File: config.mk
export PLATFORM = sky130hd
export DESIGN_NAME = joy_conditioner_flat
export DESIGN_NICKNAME = d
export VERILOG_FILES = /design/src/rtl/joy_conditioner_if.sv /design/src/rtl/joy_conditioner.sv /design/src/flat_wrapper.sv
export SDC_FILE = /design/constraint.sdc
export NUM_CORES = 1
export LEC_CHECK = 0
export ABC_CLOCK_PERIOD_IN_PS = 4880
export BUFFER_PORTS_ARGS = -buffer_cell sky130_fd_sc_hd__buf_2
export CAP_MARGIN = 20
export CORE_UTILIZATION = 64
export CTS_CLUSTER_SIZE = 12
export DETAILED_ROUTE_END_ITERATION = 8
export PLACE_DENSITY = 0.85
export SLEW_MARGIN = 40
export SYNTH_ARGS = -nofsm -noshare
export SYNTH_HDL_FRONTEND = slang
export SYNTH_SLANG_ARGS = --single-unit
export TNS_END_PERCENT = 1
File: constraint.sdc
create_clock -name clk -period 4.88 [get_ports clk]
set_input_delay 0.244 -clock clk [delete_from_list [all_inputs] [get_ports clk]]
set_output_delay 0.244 -clock clk [all_outputs]
set_load 0.01 [all_outputs]
File: src/rtl/joy_conditioner_if.sv
// Player-word, autofire-select and debounced-output bundle for joy_conditioner.
// Latency: none (signal grouping only).
// Backpressure: none; all signals are level or single-cycle strobes.
interface joy_conditioner_if;
    logic [7:0]  joy1_i;
    logic [7:0]  joy2_i;
    logic [1:0]  autofire_sel;
    logic [7:0]  joy1_db;
    logic [7:0]  joy2_db;
    logic [15:0] joy_press;
    logic [15:0] joy_release;
    logic        tick;

    modport master (
        output joy1_i, joy2_i, autofire_sel,
        input  joy1_db, joy2_db, joy_press, joy_release, tick
    );

    modport slave (
        input  joy1_i, joy2_i, autofire_sel,
        output joy1_db, joy2_db, joy_press, joy_release, tick
    );
endinterface

File: src/rtl/joy_conditioner.sv
// Resync + per-button tick-based debounce with press/release pulses; JOY_AUTOFIRE_EN adds fire1 autofire.
// Latency: 2 sync cycles + wait to next tick + (DEBOUNCE_TICKS-1) ticks + 1 cycle.
// Backpressure: none; pulses are one-cycle strobes the consumer must catch.
module joy_conditioner #(
    parameter int TICK_DIV       = 1389,
    parameter int DEBOUNCE_TICKS = 16,
    parameter int AUTOFIRE_TICKS = 50
) (
    input  logic              clk,
    input  logic              clock_locked,
    joy_conditioner_if.slave  bus
);

    logic [15:0] sync1;
    logic [15:0] sync2;
    logic [15:0] raw;
    logic [15:0] stable;
    logic [15:0] accept;
    logic [15:0] press_q;
    logic [15:0] release_q;
    logic [4:0]  cnt [16];
    logic [15:0] tick_cnt;
    logic        tick;
    logic [1:0]  fire_out;

    assign raw  = ~sync2;
    assign tick = (tick_cnt == 16'(TICK_DIV - 1));

    always_ff @(posedge clk or negedge clock_locked) begin
        if (!clock_locked) begin
            sync1    <= '1;
            sync2    <= '1;
            tick_cnt <= '0;
        end else begin
            sync1    <= {bus.joy2_i, bus.joy1_i};
            sync2    <= sync1;
            tick_cnt <= tick ? 16'd0 : tick_cnt + 16'd1;
        end
    end

    always_comb begin
        accept = '0;
        for (int i = 0; i < 16; i++) begin
            accept[i] = tick && (raw[i] != stable[i]) && (cnt[i] == 5'(DEBOUNCE_TICKS - 1));
        end
    end

    // Pulses are rewritten every cycle, so each one lasts exactly one clk.
    always_ff @(posedge clk or negedge clock_locked) begin
        if (!clock_locked) begin
            stable    <= '0;
            press_q   <= '0;
            release_q <= '0;
            for (int i = 0; i < 16; i++) begin
                cnt[i] <= '0;
            end
        end else begin
            stable    <= stable ^ accept;
            press_q   <= accept & raw;
            release_q <= accept & ~raw;
            if (tick) begin
                for (int i = 0; i < 16; i++) begin
                    if (raw[i] == stable[i] || accept[i]) begin
                        cnt[i] <= '0;
                    end else begin
                        cnt[i] <= cnt[i] + 5'd1;
                    end
                end
            end
        end
    end

`ifdef JOY_AUTOFIRE_EN
    logic [7:0] rate [2];
    logic [1:0] phase;
    logic [1:0] af_active;

    always_comb begin
        af_active = '0;
        fire_out  = '0;
        for (int p = 0; p < 2; p++) begin
            af_active[p] = stable[p*8 + 4] & bus.autofire_sel[p];
            fire_out[p]  = af_active[p] ? phase[p] : stable[p*8 + 4];
        end
    end

    // A freshly accepted fire1 press restarts the square wave high.
    always_ff @(posedge clk or negedge clock_locked) begin
        if (!clock_locked) begin
            phase <= '0;
            for (int p = 0; p < 2; p++) begin
                rate[p] <= '0;
            end
        end else begin
            for (int p = 0; p < 2; p++) begin
                if (accept[p*8 + 4] && raw[p*8 + 4]) begin
                    phase[p] <= 1'b1;
                    rate[p]  <= '0;
                end else if (!af_active[p]) begin
                    phase[p] <= 1'b0;
                    rate[p]  <= '0;
                end else if (tick) begin
                    if (rate[p] == 8'(AUTOFIRE_TICKS - 1)) begin
                        phase[p] <= ~phase[p];
                        rate[p]  <= '0;
                    end else begin
                        rate[p]  <= rate[p] + 8'd1;
                    end
                end
            end
        end
    end
`else
    logic unused_autofire_sel;
    assign unused_autofire_sel = ^bus.autofire_sel;
    assign fire_out = {stable[12], stable[4]};
`endif

    assign bus.joy1_db     = {stable[7:5],  fire_out[0], stable[3:0]};
    assign bus.joy2_db     = {stable[15:13], fire_out[1], stable[11:8]};
    assign bus.joy_press   = press_q;
    assign bus.joy_release = release_q;
    assign bus.tick        = tick;

endmodule
File: src/flat_wrapper.sv
// flat-port wrapper written by rule: the top's interface ports become plain ports
module joy_conditioner_flat 
#(
    parameter int TICK_DIV       = 1389,
    parameter int DEBOUNCE_TICKS = 16,
    parameter int AUTOFIRE_TICKS = 50
)
  (clk, clock_locked, bus_joy1_i, bus_joy2_i, bus_autofire_sel, bus_joy1_db, bus_joy2_db, bus_joy_press, bus_joy_release, bus_tick);
  joy_conditioner_if bus_i ();
  input  logic clk;
  input  logic clock_locked;
  input wire logic [$bits(bus_i.joy1_i)-1:0] bus_joy1_i;
  input wire logic [$bits(bus_i.joy2_i)-1:0] bus_joy2_i;
  input wire logic [$bits(bus_i.autofire_sel)-1:0] bus_autofire_sel;
  output wire logic [$bits(bus_i.joy1_db)-1:0] bus_joy1_db;
  output wire logic [$bits(bus_i.joy2_db)-1:0] bus_joy2_db;
  output wire logic [$bits(bus_i.joy_press)-1:0] bus_joy_press;
  output wire logic [$bits(bus_i.joy_release)-1:0] bus_joy_release;
  output wire logic [$bits(bus_i.tick)-1:0] bus_tick;
  assign bus_i.joy1_i = bus_joy1_i;
  assign bus_i.joy2_i = bus_joy2_i;
  assign bus_i.autofire_sel = bus_autofire_sel;
  assign bus_joy1_db = bus_i.joy1_db;
  assign bus_joy2_db = bus_i.joy2_db;
  assign bus_joy_press = bus_i.joy_press;
  assign bus_joy_release = bus_i.joy_release;
  assign bus_tick = bus_i.tick;
  joy_conditioner #(.TICK_DIV(TICK_DIV), .DEBOUNCE_TICKS(DEBOUNCE_TICKS), .AUTOFIRE_TICKS(AUTOFIRE_TICKS)) u_core (.clk(clk), .clock_locked(clock_locked), .bus(bus_i));
endmodule
Word-level counts from Yosys, hierarchy flattened. Index checks and enable logic that the tools add are counted.

Flip-flop bits (word level): 176. Bits in latches: 0. Memory bits (writable): 0. Bits in read-only memories: 0. Input bits: 20. Output and inout bits: 49. Logic and storage cells: 158. Memories: 0.

Add/sub/neg operators: 17. Multiply operators: 0. Div/mod/pow operators: 0. Magnitude comparators: 0. Equal/unequal tests: 49. Shifts and indexed selects: 0. Muxes and demuxes: 17. Bitwise gates (word level): 5. Reductions and logical operators: 48.

Operator list (number): $add 5x1->5 const B (16); $eq 5x4->1 const B (16); $mux 5 (16); $and 16x16->16 (2); $logic_and 1x1->1 (32); $not 16->16 (2); $add 16x1->16 const B (1); $eq 1x1->1 (16); $eq 16x11->1 const B (1); $logic_or 1x1->1 (16); $mux 16 (1); $ne 1x1->1 (16); $xor 16x16->16 (1).

Logic depth before layout (Yosys ltp). Gate-level depths: netlist of the first run.

Depth in word-level cells: 6. Mapped depth: 8. Gate-level depth less buffers: 6.

Worst setup path before layout of the first run. OpenSTA, ideal clock, no wires.

Path type: register to register. Start: register u_core.tick_cnt[0]. End: register u_core.stable[6]. Library setup time: 76 ps. Arrival time: 1792 ps. Data required time: 4804 ps. Slack: 3012 ps. Stages on the path, launching flop included: 8. Path buffers: 1. Period minus slack after synthesis: 1868 ps. Cells stage by stage: dfrtp_1 -> inv_1 -> ha_1 -> or3b_2 -> nor4_4 -> buf_12 -> nand2_4 -> o21ai_1.

Longest elaborated chain between the ends: 4.

RTL lines: start, declared (RTL line joy_conditioner.sv:22) `logic [15:0] tick_cnt;`; start signal, assigned (RTL line joy_conditioner.sv:37) `tick_cnt <= tick ? 16'd0 : tick_cnt + 16'd1;`; $eq 16x11->1 (RTL line joy_conditioner.sv:27) `assign tick = (tick_cnt == 16'(TICK_DIV - 1));`; net bus_tick (RTL line flat_wrapper.sv:19) `output wire logic [$bits(bus_i.tick)-1:0] bus_tick;`; $logic_and 1x1->1 (2 in a row) (RTL line joy_conditioner.sv:44) `accept[i] = tick && (raw[i] != stable[i]) && (cnt[i] == 5'(DEBOUNCE_TICKS - 1));`; $xor 16x16->16 (RTL line joy_conditioner.sv:58) `stable <= stable ^ accept;`; end signal, assigned (RTL line joy_conditioner.sv:58); end, declared (RTL line joy_conditioner.sv:17) `logic [15:0] stable;`.

The timed path passes the listed nets, and every way through them passes these cells. A chain may end at the register's enable or synchronous reset.

Worst setup path in the final report of the first run.
Start: register u_core.tick_cnt[0]. End: output port bus_tick.

Longest elaborated chain between the ends: 1.

RTL lines (RTL line): $eq 16x11->1 (joy_conditioner.sv:27); end, declared (flat_wrapper.sv:19).

Every way passes these cells.

==> results of run 1 <==
report_power, final:
part / switching (mW) / leakage (nW) / internal, mW
Sequential: 0.0106 / 2.33 / 1.48
Combinational: 0.0456 / 1.78 / 0.0228
Clock: 0.579 / 0.300 / 0.863
Total: 0.635 / 4.42 / 2.37
per-stage QoR:
step	hold WS, ns	instances	util [%]	area, µm²	setup WS [ns]
2_1_floorplan	-0.0516	722	-	7650	3.01
5_1_grt	0.358	970	77.7	8950	1.84
4_1_cts	0.357	970	77.7	8950	1.94
3_5_place_dp	0.253	921	70.7	8150	2.40
3_3_place_gp	0.245	920	70.6	8130	2.22
6_report	0.343	970	77.7	8950	1.96
state kept, by name (all words and copies together), names as in the netlist:
signal,cells
u_core.bus.joy_press,16
u_core.bus.joy_release,16
u_core.cnt,80
u_core.stable,16
u_core.sync1,16
u_core.sync2,16
u_core.tick_cnt,16
routing by layer:
metal | up-vias | GRT usage [%] | routed length (µm) | share of wire, %
li1 | 2680 | - | - | -
met1 | 2731 | 32.6 | 6290 | 42
met2 | 122 | 44.1 | 7680 | 52
met3 | 31 | 6.15 | 531 | 3.6
met4 | 0 | 11.1 | 338 | 2.3
met5 | - | 0 | 0 | 0
critical path, delay by kind of cell, from the launching register on:
family,cells,cell delay (ns)
adder cells (fa/ha/maj),1,0.16
AND/OR/NAND/NOR,2,0.89
flip-flops,1,0.42
buffers and inverters,4,0.78
area by class of cell:
type,count,area [µm²]
clock buffers,17,425
clock inverters,15,209
fillers,710,2570
inverters,36,135
multi-input cells,492,2990
flip-flops and latches,176,4440
well taps,143,179
repair buffers,91,571
kinds of logic (layout without fill, tap and decap cells):
kind of cell    after synthesis  after routing  synth area share [%]
fa+ha+maj                    34             34                  5.56
buf+inv                      54            159                  2.89
simple gates                301            301                  21.1
mux                           1              1                 0.147
compound gates              130            130                  9.26
flops                       176            176                  58.1
xor+xnor                     26             26                  2.98
synthesized netlist by cell type, types with 4 or more instances:
cell	count
and3_1	18
clkbuf_1	14
dfrtp_1	144
dfstp_2	32
ha_1	34
inv_1	36
nand2_1	96
nand2_4	9
nand2b_1	16
nand3_1	41
nand3b_1	14
nand4_1	4
nor2_1	42
nor3_1	23
nor3_2	9
nor3b_1	14
o21ai_0	97
o21ai_1	9
o31ai_1	17
xor2_1	24
worst max-delay path by stage:
stage / from / end / slack, ns / cells past startpoint
4_1_cts: u_core.tick_cnt[0] / bus_tick / 1.94 / 7
3_5_place_dp: u_core.tick_cnt[0] / bus_tick / 2.40 / 7
5_1_grt: u_core.tick_cnt[0] / bus_tick / 1.84 / 7
2_1_floorplan: u_core.tick_cnt[0] / bus_tick / 3.01 / 5
3_3_place_gp: u_core.tick_cnt[0] / bus_tick / 2.22 / 6
6_report: u_core.tick_cnt[0] / bus_tick / 1.96 / 7
cells in the final DEF, fill, tap and decap left out, types with 3 or more instances in the layout:
cell           instances
nor3b_1               14
nor3_2                 9
inv_6                  3
nand4_1                4
buf_2                 65
o31ai_1               17
nand3b_1              14
dfstp_2               32
and3_1                18
nor3_1                23
nand2_4                9
inv_1                 36
clkbuf_16             17
ha_1                  34
nor2_1                42
bufinv_16              4
clkinvlp_4             3
xor2_1                24
nand2b_1              16
o21ai_1                9
nand2_1               96
dfrtp_1              144
clkinv_4               4
o21ai_0               97
buf_4                  7
dlygate4sd3_1         17
nand3_1               41
==> results.cfg, run 1 <==
[detailed_routing]
dr.pass1.iters = 7
vias = 5564
wire_per_inst_um = 15.3
drc = 6
drt_iter0_markers = 520
viasPerCell = 5.74
ant_nets = 0
finalWirelength_mm = 14.8

[yosys]
syn_nets = 776
avgSynthCellArea_um2 = 10.6
synth_warnings = 0
synth_flop_cell = dfrtp_1
synthArstFlopShare_pct = 100
synth_cell_type_count = 40
synth_top_area_cell = dfrtp_1
synth_top_cell_area_share_pct = 47.1
synth_edf_count = 0
syn_inst = 722
yosysSeqAreaShare_pct = 58.1
synth_area_um2 = 7650
synth.area.top_cells = dfrtp_1, dfstp_2, o21ai_0
ys_ff_latch = 176

[place]
port_buffers = 66
post-dp-hpwl_mm = 9.16
routabilityCongestion = 0.817

[die]
die_x_um = 111
die_area_um2 = 12400
fp.coreArea_um2 = 11500
rows = 39
initial_utilization_pct = 66.4
ioPinCount = 69
die_h_um = 111

[power_and_ir_drop]
p_leak_nw = 4.42
power_mw = 3.00
powerDensity_nw_per_um2 = 336
ir_worst_vdd_mv = 0.267

[critical_path]
critPathSlowestCell = or3b_2
reg2reg_from = u_core.tick_cnt[0]
rrSetupSlack_ns = 2.35
crit_arrival_ns = 2.68
critPathMaxFanout = 10
r2r_cells = 7
path_cells = inv_1 -> ha_1 -> or3b_2 -> nor4_4 -> buf_6 -> buf_4 -> buf_2
cp_slowest_stage_delay_ns = 0.48
cp.required_ns = 4.64
startpoint_type = flop
r2r-end = u_core.cnt[73]
end_kind = output pin
path_class = reg -> out

[grt]
antenna_found_initial = 0
overflow = 0
grt_usage_pct = 26.1
grt_pass1_vias = 5529
grt_max_degree = 63
grt_pass1_wl_mm = 25.4

[status]
status = complete, but fails checks
violations = DRC

[sta]
fmax_mhz = 342
final.setup_skew_ns = 0.0122
fin_tns_setup_ns = 0
rsz0062_at_grt = no
setup_viol = 0
worstMarginPinSlew_ns = 0.707
relSlewSlack_pct = 52.9
slew_viol_final = 0
finalHoldViolations = 0
final.min_clock_period_ns = 2.92
fin_crit_sh_pct = 59.9

[clock_tree]
cts.sinks = 176
clockRootBuffer = clkbuf_16
htree_num_levels = 4
clkTransAtPathRegs_ns = 0.07
numCtsBuffers = 17
postCtsResizedCells = 0
cts_tree = done
cts_buffer_depth = 2
hold_buffers = 17
post_cts_buffers = 0
clk_latency_ns = 0.44

[final_layout]
area.growth.synth_to_final_pct = 17.0
drive_above_1_share_pct = 19.7
nNetsFinal = 868
antennaDiodeCount = 0

[job]
maxCapViolCount = 0

[worst_hold_path]
hold_path_class = in -> async
Power figures use the tool's default switching activity.
==> inputs of run 2 (changes only) <==
--- a/config.mk
+++ b/config.mk
@@ -5,13 +5,13 @@
 export SDC_FILE = /design/constraint.sdc
 export NUM_CORES = 1
 export LEC_CHECK = 0
-export ABC_CLOCK_PERIOD_IN_PS = 4880
+export ABC_CLOCK_PERIOD_IN_PS = 2500
 export BUFFER_PORTS_ARGS = -buffer_cell sky130_fd_sc_hd__buf_2
 export CAP_MARGIN = 20
-export CORE_UTILIZATION = 64
+export CORE_UTILIZATION = 53
 export CTS_CLUSTER_SIZE = 12
 export DETAILED_ROUTE_END_ITERATION = 8
-export PLACE_DENSITY = 0.85
+export PLACE_DENSITY = 0.75
 export SLEW_MARGIN = 40
 export SYNTH_ARGS = -nofsm -noshare
 export SYNTH_HDL_FRONTEND = slang
==> constraint.sdc (replaced) <==
create_clock -name clk -period 2.5 [get_ports clk]
set_input_delay 0.125 -clock clk [delete_from_list [all_inputs] [get_ports clk]]
set_output_delay 0.125 -clock clk [all_outputs]
set_load 0.01 [all_outputs]
==> run 2 against run 1 <==
  * The flow now finishes without violations
  * Clock power up 81%
  * Core utilization down 13 points
  * Worst setup slack worse by 1.8 ns
  * Die area up 20%
  * Flip-flop and latch count unchanged
  * Global-route usage down 5.0 points
  * Hold slack worse by 0.13 ns
  * Critical path depth down 1
  * Highest routed layer unchanged
==> results.cfg, run 2 (synthesis gave the netlist of run 1 again) <==
[status]
status = finished clean

[final_layout]
drive_above_1_share_pct = 19.5
area.growth.synth_to_final_pct = 17.4
final_common_cell = dfrtp_1
largest_register = u_core.cnt
final_cell_mix = dfrtp_1, o21ai_0, nand2_1
nNetsFinal = 870
antennaDiodeCount = 0
final_core_util_pct = 64.2
stdcell_count = 1009
fin_area_um2 = 8980
largest_reg_flops = 80

[detailed_routing]
dr_wl_met3_um = 459
finalWirelength_mm = 14.5
ant_nets = 0
dr.pass1.iters = 5
wire_per_inst_um = 14.4
wl_met2_mm = 7.46
vias = 5521
drc = 0
highest_layer = met4
drt_iter0_markers = 449
viasPerCell = 5.47
wl_met1_mm = 6.40

[critical_path]
end_kind = output pin
path_class = reg -> out
critPathMaxFanout = 10
startpoint_type = flop
crit_arrival_ns = 2.20
cp.required_ns = 2.38

[sta]
setup_ws_ns = 0.172
final.min_clock_period_ns = 2.33
finalHoldViolations = 0
slew_viol_final = 0
fmax_mhz = 429
timing.hold.ws_ns = 0.216
final.setup_skew_ns = 0.0102
fin_tns_setup_ns = 0
rsz0062_at_grt = no
relSlewSlack_pct = 65.4
setup_viol = 0
worstMarginPinSlew_ns = 0.519
fin_crit_sh_pct = 93.1

[power_and_ir_drop]
powerDensity_nw_per_um2 = 629
power.switching_mw = 1.20
clkPwrFrac_pct = 46.0
p_leak_nw = 4.41
power_mw = 5.65
sw_frac_of_total_pct = 21.2
p_int_mw = 4.45
p_seq_share_pct = 51.6
p_comb_share_pct = 2.4
ir_worst_vdd_mv = 0.496

[job]
maxCapViolCount = 0

[clock_tree]
clkTransAtPathRegs_ns = 0.06
numCtsBuffers = 17
post_cts_buffers = 0
cts_tree = done
htree_num_levels = 4
cts_buffer_depth = 2
cts.sinks = 176
clockRootBuffer = clkbuf_16
clk_latency_ns = 0.43

[place]
placed_area_um2 = 8230
port_buffers = 66
routabilityCongestion = 0.786
post-dp-hpwl_mm = 9.64
post-place-ws_ns = 0.369
placed_cells = 960

[grt]
grt_pass1_vias = 5686
overflow = 0
grt_usage_pct = 21.1
grt_max_degree = 73
antenna_found_initial = 0
grt_pass1_wl_mm = 24.9

[die]
rows = 43
initial_utilization_pct = 54.7
ioPinCount = 69
die_x_um = 122
die_area_um2 = 14900
fp.coreArea_um2 = 14000
die_h_um = 122

[worst_hold_path]
hold_path_class = in -> async
## run 2: what timing repair did
| item | in CTS | in global routing |
|---|---|---|
| hold buffers | 17 | 0 |
| resized for setup | 0 | 1 |
| hold endpoints to repair | 63 | 0 |
| setup endpoints to repair | 0 | 1 |
## run 2: critical path, cell delays in order (launching register included)
cell	delay, ns
dfrtp_1	0.42
inv_1	0.07
ha_1	0.16
or3b_2	0.49
nor4_4	0.20
buf_6	0.26
buf_2	0.17
## run 2: final cells by class
type	instances	area (µm²)
sequential	176	4440
timing repair buffer	93	611
inverter	36	135
fill	1074	5000
multi-input combinational	492	2990
clock inverter	11	133
tap	180	225
clock buffer	21	450
## run 2: power by group through the flow
stage / Sequential [mW] / Clock (mW) / Combinational (mW)
global route: 2.92 / 2.77 / 0.160
finish: 2.92 / 2.60 / 0.137
CTS: 2.92 / 2.65 / 0.143
detailed placement: 2.97 / 0 / 0.122
floorplan: 2.96 / 0 / 0.0345
global placement: 2.96 / 0 / 0.115
## run 2: worst paths after layout
check / cells past startpoint / slack [ns] / to / startpoint
min in group clk: 2 / 0.34 / u_core.sync1[6] / bus_joy1_i[6]
worst min register to register: 0 / 0.35 / u_core.sync2[15] / u_core.sync1[15]
max in group asynchronous: 3 / 1.43 / u_core.sync1[7] / clock_locked
worst min-delay path: 2 / 0.22 / u_core.cnt[12] / clock_locked
worst max register to register: 7 / 0.37 / u_core.cnt[8] / u_core.tick_cnt[0]
worst max-delay path: 6 / 0.17 / bus_tick / u_core.tick_cnt[0]
## run 2: layer usage
layer,global-route usage [%],up-vias
li1,-,2677
met1,25.4,2736
met2,36.9,96
met3,4.92,12
met4,7.93,0
met5,0,-
==> inputs of run 3 (changes only) <==
--- a/config.mk
+++ b/config.mk
@@ -12,6 +12,7 @@
 export CTS_CLUSTER_SIZE = 12
 export DETAILED_ROUTE_END_ITERATION = 8
 export PLACE_DENSITY = 0.75
+export RECOVER_POWER = 100
 export SLEW_MARGIN = 40
 export SYNTH_ARGS = -nofsm -noshare
 export SYNTH_HDL_FRONTEND = slang
==> run 3 against run 2 <==
  * Fmax rose by 2.8%
  * Wire length rose by 0.18%
  * Hold slack improved by 0.12 ns
  * Largest cell class unchanged
  * Cell count did not move
  * Global-route usage did not move
  * Sequential power barely moved
  * Die area did not move
  * Register-to-register slack barely moved
  * Clock-buffer cell count did not move
  * Critical path type unchanged
  * Cell area fell by 1.7%
  * Worst setup slack improved by 0.062 ns
==> results.cfg, run 3 (synthesis gave the netlist of run 1 again) <==
[critical_path]
path_cells = inv_1 -> ha_1 -> or3b_2 -> nor4_4 -> buf_6 -> clkbuf_1
startpoint_type = flop
crit_arrival_ns = 2.14
critPathSlowestCell = or3b_2
cp_slowest_stage_delay_ns = 0.49
critPathTopFamily = simple AND/OR/NAND/NOR gates
cp.required_ns = 2.38
end_kind = output pin
crit_buf_inv = 3
critPathMaxFanout = 10
path_class = reg -> out

[grt]
overflow = 0
grt_pass1_vias = 5686
grt_pass1_wl_mm = 24.9
grt_max_degree = 73
grt_usage_pct = 21.1
antenna_found_initial = 0

[final_layout]
drive_above_1_share_pct = 11.9
final_core_util_pct = 63.1
multiInputGateArea_um2 = 2910
antennaDiodeCount = 0
final_common_cell = dfrtp_1
largest_reg_flops = 80
largest_register = u_core.cnt
nNetsFinal = 870
fillers = 1117
fin_area_um2 = 8830
regArea_um2 = 4440
area.growth.synth_to_final_pct = 15.4
final_cell_mix = dfrtp_1, o21ai_0, nand2_1

[sta]
setup_viol = 0
fin_crit_sh_pct = 90.6
worstMarginPinSlew_ns = 1.37
final.min_clock_period_ns = 2.27
finalHoldViolations = 0
timing.hold.ws_ns = 0.341
final.setup_skew_ns = 0.0101
rsz0062_at_grt = no
fin_tns_setup_ns = 0
fmax_mhz = 441
relSlewSlack_pct = 8.56
slew_viol_final = 0

[place]
routabilityCongestion = 0.786
placed_area_um2 = 8230
port_buffers = 66
post-dp-hpwl_mm = 9.64

[die]
die_x_um = 122
fp.coreArea_um2 = 14000
die_area_um2 = 14900
rows = 43
ioPinCount = 69
initial_utilization_pct = 54.7
die_h_um = 122

[clock_tree]
cts_tree = done
clkTransAtPathRegs_ns = 0.07
cts_buffer_depth = 2
post_cts_buffers = 0
numCtsBuffers = 17
cts.sinks = 176
clk_latency_ns = 0.42
clockRootBuffer = clkbuf_16
htree_num_levels = 4

[power_and_ir_drop]
power_mw = 5.65
ir_worst_vdd_mv = 0.488
powerDensity_nw_per_um2 = 639
p_leak_nw = 4.06

[detailed_routing]
ant_nets = 0
viasPerCell = 5.47
drt_iter0_markers = 472
finalWirelength_mm = 14.5
vias = 5517
wire_per_inst_um = 14.4
dr.pass1.iters = 4
drc = 0

[status]
status = finished clean

[worst_hold_path]
hold_path_class = in -> reg

[job]
maxCapViolCount = 0
## run 3: changes by cell type in the layout (fill, tap and decap cells not counted), sizes merged
| cell | change |
|---|---|
| buf | -54 |
| clkbuf | +54 |
## run 3: area by class of cell
| cell class | count | area share, % |
|---|---|---|
| timing repair buffer | 93 | 6.04 |
| clock buffer | 21 | 5.10 |
| multi-input combinational | 492 | 32.9 |
| sequential | 176 | 50.3 |
| inverter | 36 | 1.53 |
| clock inverter | 11 | 1.50 |
| tap | 180 | 2.55 |
## run 3: routing by layer
layer | track usage, % | part of all wire (%) | up-vias
li1 | - | - | 2681
met5 | 0 | 0 | -
met2 | 36.9 | 51 | 100
met4 | 7.93 | 1.2 | 0
met1 | 25.4 | 44 | 2724
met3 | 4.92 | 3.7 | 12
## run 3: what timing repair did
item                                    CTS  global route
endpoints found under the hold margin    63             0
gates resized for setup                   0             1
hold buffers                             17             0
endpoints found under the setup margin    0             1
## run 3: stage by stage
step                      instances  setup WS (ns)
after global placement          960          0.468
final                          1009          0.234
after global routing           1009         0.0353
after CTS                      1009         0.0713
after detailed placement        960          0.369
after floorplan                 722          0.632
## run 3: final timing paths
path                               startpoint                        end  slack [ns]  cells past startpoint
hold / removal                  bus_joy1_i[7]            u_core.sync1[7]        0.34                      2
setup / recovery           u_core.tick_cnt[0]                   bus_tick        0.23                      6
hold reg to reg              u_core.sync1[15]           u_core.sync2[15]        0.35                      0
min in group asynchronous        clock_locked             u_core.cnt[13]        0.55                      2
max in group asynchronous        clock_locked  u_core.bus.joy_release[7]        0.47                      3
setup reg to reg           u_core.tick_cnt[0]              u_core.cnt[8]        0.37                      7
## run 3: power breakdown
group | total (mW) | internal (mW) | switching, mW
Combinational | 0.135 | 0.0454 | 0.0894
Clock | 2.60 | 1.51 | 1.09
Sequential | 2.92 | 2.90 | 0.0195
Total | 5.65 | 4.45 | 1.20
